<file path="config.mk">
export PLATFORM = sky130hd
export DESIGN_NAME = pc_fetch_flat
export DESIGN_NICKNAME = d
export VERILOG_FILES = /design/src/rtl/pc_fetch_if.sv /design/src/rtl/pc_fetch.sv /design/src/flat_wrapper.sv
export SDC_FILE = /design/constraint.sdc
export NUM_CORES = 1
export LEC_CHECK = 0
export CORE_MARGIN = 2
export CORE_UTILIZATION = 45
export DETAILED_ROUTE_END_ITERATION = 8
export GPL_ROUTABILITY_DRIVEN = 1
export PLACE_DENSITY_LB_ADDON = 0.05
export RECOVER_POWER = 100
export SETUP_SLACK_MARGIN = 0.5
export SYNTH_ARGS = -nofsm -noshare
export SYNTH_HDL_FRONTEND = slang
export SYNTH_SLANG_ARGS = --single-unit
export TNS_END_PERCENT = 20
</file>
<file path="constraint.sdc">
create_clock -name clk -period 2.8 [get_ports clk]
set_input_delay 0.28 -clock clk [delete_from_list [all_inputs] [get_ports clk]]
set_output_delay 0.28 -clock clk [all_outputs]
set_load 0.01 [all_outputs]
</file>
<file path="src/rtl/pc_fetch_if.sv">
// Fetch-unit bundle: PC/adder loop, redirect, imem req/gnt/rvalid and decode valid/ready.
// Latency: none, wires only.
// Backpressure: imem via gnt, decode via instr_ready.
interface pc_fetch_if;
    logic [31:0] pc;
    logic [31:0] pc_plus4;
    logic        redirect_valid;
    logic [31:0] redirect_pc;
    logic        imem_req;
    logic [31:0] imem_addr;
    logic        imem_gnt;
    logic        imem_rvalid;
    logic [31:0] imem_rdata;
    logic        instr_valid;
    logic [31:0] instr;
    logic [31:0] instr_pc;
    logic        instr_ready;
    logic [31:0] fetch_count;

    modport master (
        output pc, imem_req, imem_addr, instr_valid, instr, instr_pc, fetch_count,
        input  pc_plus4, redirect_valid, redirect_pc, imem_gnt, imem_rvalid,
               imem_rdata, instr_ready
    );

    modport slave (
        input  pc, imem_req, imem_addr, instr_valid, instr, instr_pc, fetch_count,
        output pc_plus4, redirect_valid, redirect_pc, imem_gnt, imem_rvalid,
               imem_rdata, instr_ready
    );
endinterface

</file>
<file path="src/rtl/pc_fetch.sv">
// PC register and single-outstanding instruction fetch with redirect/kill.
// Latency: grant-to-rvalid delay + 1 cycle to instr_valid; best case one instr per 3 cycles.
// Backpressure: imem_req held until gnt; instr held in HOLD until instr_ready or redirect.
module pc_fetch #(
    parameter logic [31:0] RESET_PC         = 32'h0000_0000,
    parameter logic [31:0] FETCH_COUNT_INIT = 32'h0000_0000
) (
    input  logic        clk,
    input  logic        rst_n,
    pc_fetch_if.master  bus
);

    typedef enum logic [1:0] {
        ST_IDLE,
        ST_REQ,
        ST_WAIT,
        ST_HOLD
    } state_t;

    state_t      state;
    logic        kill;
    logic [31:0] pc_q;
    logic [31:0] instr_q;
    logic [31:0] instr_pc_q;
    logic        instr_valid_q;
    logic [31:0] fetch_count_q;
    logic [31:0] redirect_tgt;

    assign redirect_tgt = bus.redirect_pc & 32'hFFFF_FFFC;

    always_ff @(posedge clk or negedge rst_n) begin
        if (!rst_n) begin
            state         <= ST_IDLE;
            kill          <= 1'b0;
            pc_q          <= RESET_PC;
            instr_q       <= 32'h0;
            instr_pc_q    <= 32'h0;
            instr_valid_q <= 1'b0;
            fetch_count_q <= FETCH_COUNT_INIT;
        end else begin
            case (state)
                ST_IDLE: begin
                    if (bus.redirect_valid)
                        pc_q <= redirect_tgt;
                    state <= ST_REQ;
                end
                ST_REQ: begin
                    if (bus.redirect_valid)
                        pc_q <= redirect_tgt;
                    if (bus.imem_gnt) begin
                        // A grant coinciding with a redirect fetched the old address.
                        kill  <= bus.redirect_valid;
                        state <= ST_WAIT;
                    end
                end
                ST_WAIT: begin
                    if (bus.redirect_valid) begin
                        pc_q <= redirect_tgt;
                        if (bus.imem_rvalid) begin
                            kill  <= 1'b0;
                            state <= ST_REQ;
                        end else begin
                            kill  <= 1'b1;
                        end
                    end else if (bus.imem_rvalid) begin
                        if (kill) begin
                            kill  <= 1'b0;
                            state <= ST_REQ;
                        end else begin
                            instr_q       <= bus.imem_rdata;
                            instr_pc_q    <= pc_q;
                            pc_q          <= bus.pc_plus4;
                            instr_valid_q <= 1'b1;
                            state         <= ST_HOLD;
                        end
                    end
                end
                ST_HOLD: begin
                    if (bus.redirect_valid || bus.instr_ready) begin
                        instr_valid_q <= 1'b0;
                        state         <= ST_REQ;
                        if (bus.instr_ready)
                            fetch_count_q <= fetch_count_q + 32'd1;
                        if (bus.redirect_valid)
                            pc_q <= redirect_tgt;
                    end
                end
                default: state <= ST_IDLE;
            endcase
        end
    end

    assign bus.pc          = pc_q;
    assign bus.imem_req    = (state == ST_REQ);
    assign bus.imem_addr   = pc_q;
    assign bus.instr_valid = instr_valid_q;
    assign bus.instr       = instr_q;
    assign bus.instr_pc    = instr_pc_q;
    assign bus.fetch_count = fetch_count_q;

endmodule

</file>
<file path="src/flat_wrapper.sv">
// flat-port wrapper written by rule: the top's interface ports become plain ports
module pc_fetch_flat 
#(
    parameter logic [31:0] RESET_PC         = 32'h0000_0000,
    parameter logic [31:0] FETCH_COUNT_INIT = 32'h0000_0000
)
  (clk, rst_n, bus_pc, bus_imem_req, bus_imem_addr, bus_instr_valid, bus_instr, bus_instr_pc, bus_fetch_count, bus_pc_plus4, bus_redirect_valid, bus_redirect_pc, bus_imem_gnt, bus_imem_rvalid, bus_imem_rdata, bus_instr_ready);
  pc_fetch_if bus_i ();
  input  logic clk;
  input  logic rst_n;
  output wire logic [$bits(bus_i.pc)-1:0] bus_pc;
  output wire logic [$bits(bus_i.imem_req)-1:0] bus_imem_req;
  output wire logic [$bits(bus_i.imem_addr)-1:0] bus_imem_addr;
  output wire logic [$bits(bus_i.instr_valid)-1:0] bus_instr_valid;
  output wire logic [$bits(bus_i.instr)-1:0] bus_instr;
  output wire logic [$bits(bus_i.instr_pc)-1:0] bus_instr_pc;
  output wire logic [$bits(bus_i.fetch_count)-1:0] bus_fetch_count;
  input wire logic [$bits(bus_i.pc_plus4)-1:0] bus_pc_plus4;
  input wire logic [$bits(bus_i.redirect_valid)-1:0] bus_redirect_valid;
  input wire logic [$bits(bus_i.redirect_pc)-1:0] bus_redirect_pc;
  input wire logic [$bits(bus_i.imem_gnt)-1:0] bus_imem_gnt;
  input wire logic [$bits(bus_i.imem_rvalid)-1:0] bus_imem_rvalid;
  input wire logic [$bits(bus_i.imem_rdata)-1:0] bus_imem_rdata;
  input wire logic [$bits(bus_i.instr_ready)-1:0] bus_instr_ready;
  assign bus_pc = bus_i.pc;
  assign bus_imem_req = bus_i.imem_req;
  assign bus_imem_addr = bus_i.imem_addr;
  assign bus_instr_valid = bus_i.instr_valid;
  assign bus_instr = bus_i.instr;
  assign bus_instr_pc = bus_i.instr_pc;
  assign bus_fetch_count = bus_i.fetch_count;
  assign bus_i.pc_plus4 = bus_pc_plus4;
  assign bus_i.redirect_valid = bus_redirect_valid;
  assign bus_i.redirect_pc = bus_redirect_pc;
  assign bus_i.imem_gnt = bus_imem_gnt;
  assign bus_i.imem_rvalid = bus_imem_rvalid;
  assign bus_i.imem_rdata = bus_imem_rdata;
  assign bus_i.instr_ready = bus_instr_ready;
  pc_fetch #(.RESET_PC(RESET_PC), .FETCH_COUNT_INIT(FETCH_COUNT_INIT)) u_core (.clk(clk), .rst_n(rst_n), .bus(bus_i));
endmodule
</file>
==> qor.yml <==
status:
  outcome: "finished clean"
clock_network:
  post_cts_resized: 0
  cts_num_sinks: 132
  clock_path_buffers: 2
  cts_tree: "yes"
  cts_made_buffers: 17
  insertion_delay_ps: 420
  clockRootBuffer: "clkbuf_16"
  cts_hold_buf: 1
  h-tree-depth: 4
  cts_setup_buffers: 0
  cts.clk_slew.worst_paths_ps: 60
logic_synthesis:
  synth_area_per_cell_sq_um: 13.2
  synth.cell_area_sq_um: 6180
  synth_fp_nets: 575
  yosys.area.top_type_share: 0.535
  ys_ff_latch: 132
  yosys.area.top_type: "dfrtp_1"
  netlist_top_cells_area: "dfrtp_1 53%, mux2_4 15%, mux2i_1 4.9%"
  ys_seq_area_frac: 0.535
  ys.warnings.count: 0
  ys_types: 40
  synthCells: 468
drt:
  vias_per_cell: 4.94
  drtPass1Iterations: 5
  drc: 0
  wl_per_cell_um: 16.7
  num_vias: 4418
  routed_wl_um: 14900
  drt_iter0_markers: 256
  ant_nets: 0
worst_setup_path:
  reg2reg_depth: 6
  rrSetupSlack_ps: 680
  crit_fanout: 50
  worstPathRequired_ps: 3080
  r2r-start: "u_core.state[0]$_DFFE_PN0P_"
  end_kind: "flop"
  cp_data_arrival_time_ps: 2400
  worst-setup-path-type: "reg -> reg"
  reg2reg_to: "u_core.bus.imem_addr[18]$_DFFE_PN0P_"
  cp-startpoint: "u_core.state[0]$_DFFE_PN0P_"
  critPathLaunchType: "flop"
floorplanning:
  start_util: 0.463
  die-area_sq_um: 14700
  fp-row-count: 42
  core_area_sq_um: 13300
  dieWidth_um: 121
  die_h_um: 121
  io-pin-count: 264
place:
  place_congestion: 0.806
  hpwl_um: 11000
  portBuffers: 261
sta:
  whs_ps: 423
  setup_viol_count_final: 0
  period_minus_slack_ps: 2120
  worstMarginPinSlew_ps: 1230
  maxSlewViolCount: 0
  slew_headroom: 0.178
  hold_viol_final: 0
  fin_tns_setup_ps: 0
  fin_crit_sh: 0.758
  rsz0062_at_grt: "false"
  max_freq_mhz: 471
  fin_skew_ps: 5.72
global_route:
  grt_use_met3: 0.0658
  grt.met2_usage: 0.342
  busiest_layer: "met2"
  first_global_vias: 4482
  track_usage: 0.213
  grt_max_degree: 67
  grt_pass1_wl_um: 24000
  antenna_found_initial: 0
  overflow: 0
  use_met1: 0.268
cells_and_area:
  drive_above_1_share: 0.0737
  final_cell_mix: "163 x dlygate4sd3_1, 132 x dfrtp_1, 98 x clkdlybuf4s50_1"
  seq_area_sq_um: 3300
  final_common_cell: "dlygate4sd3_1"
  nFillCells: 1052
  multi_input_area_sq_um: 2160
  antennaDiodeCount: 0
  area_growth_pct: 48.1
  finalNetCount: 813
power_and_ir_drop:
  leakagePower_nw: 4.39
  p_total_mw: 7.71
  p_per_area_nw_per_um2: 843
  ir_drop_v: 0.000551
hold_path:
  hold_class: "in -> reg"
  whs_path_depth: 3
  hold_start: "bus_pc_plus4[0]"
  holdPathEnd: "u_core.bus.imem_addr[0]$_DFFE_PN0P_"
flow_run:
  cap_violations: 0
==> through the flow <==
step / instances / setup WS [ps] / util / area [sq um]
detailed placement: 862 / 581 / 0.653 / 8720
CTS: 895 / 735 / 0.704 / 9390
floorplan: 468 / 1000 / - / 6180
global route: 895 / 478 / 0.685 / 9150
finish: 895 / 677 / 0.685 / 9150
global placement: 862 / 570 / 0.653 / 8720
==> flip-flops by register name, summed over array words and instances, names as in the netlist <==
register and flops:
u_core.bus.instr 32, u_core.bus.instr_pc 32, u_core.bus.fetch_count 32, u_core.state 2, u_core.bus.imem_addr 32, u_core.kill 1
u_core.bus.instr_valid 1
==> cell families (layout without fill, tap and decap cells) <==
family | Yosys count | in the layout | synth area share
and+or+nand+nor | 103 | 103 | 0.0889
adders and majority gates | 5 | 5 | 0.0101
AOI/OAI and AO/OA | 41 | 41 | 0.0401
buffers and inverters | 60 | 311 | 0.0766
muxes | 96 | 96 | 0.205
DFF | 132 | 132 | 0.535
xor gates and xnor gates | 31 | 31 | 0.0440
==> synth_stat cells <==
cell / number
nor4_2: 2
a22o_1: 1
o2bb2ai_4: 1
o32a_1: 1
xor2_1: 2
nand4b_1: 4
nand2_1: 46
nor3b_1: 1
buf_2: 12
and2_1: 1
nor3_1: 1
nand2b_1: 1
buf_4: 32
mux2_2: 1
o21ai_1: 30
and3b_1: 1
mux2i_1: 30
and3_1: 3
buf_12: 6
nor2b_1: 1
a21oi_1: 2
xnor2_1: 29
nand4_1: 17
nor3_2: 2
nor3_4: 1
buf_6: 2
nor2_1: 10
and4_1: 2
nor2_2: 2
o211ai_1: 1
ha_1: 5
o31ai_1: 2
nand4_2: 1
dfrtp_1: 132
nand3_1: 7
inv_1: 8
a221oi_1: 1
mux2_4: 60
mux2_1: 5
o21ai_0: 2
==> worst max-delay path, cell delays in order, from the launching register on <==
cell and delay (ps):
dfrtp_1 420, inv_1 60, ha_1 280, and3b_1 230, o2bb2ai_2 530, buf_12 300
o21ai_0 160
==> final cells by class <==
class,count,share of cell area
Sequential cell,132,0.361
Clock inverter,12,0.0222
Timing Repair Buffer,271,0.303
Inverter,8,0.00328
Clock buffer,20,0.0499
Multi-Input combinational cell,276,0.236
Tap cell,176,0.0241
==> metal layers <==
layer / wire [um] / part of all wire
met1: 6060 / 0.41
met2: 7420 / 0.50
met3: 1160 / 0.077
met4: 304 / 0.020
met5: 0 / 0
==> report_power, final <==
part	switching [mW]	internal [mW]	leakage (nW)	total, mW
Clock	0.820	1.62	0.297	2.45
Combinational	1.04	1.39	2.38	2.43
Sequential	0.358	2.47	1.72	2.83
==> how the worst max path moves through the flow <==
| stage | to | slack (ps) | cells past startpoint |
|---|---|---|---|
| after floorplan | u_core.bus.instr[0]$_DFFE_PN0P_ | 1000 | 8 |
| after global placement | u_core.bus.instr[25]$_DFFE_PN0P_ | 570 | 6 |
| after detailed placement | u_core.bus.instr[7]$_DFFE_PN0P_ | 580 | 6 |
| after CTS | u_core.bus.instr[24]$_DFFE_PN0P_ | 730 | 7 |
| after global routing | u_core.bus.imem_addr[17]$_DFFE_PN0P_ | 480 | 6 |
| final | u_core.bus.imem_addr[18]$_DFFE_PN0P_ | 680 | 6 |
Power figures use the tool's default switching activity.
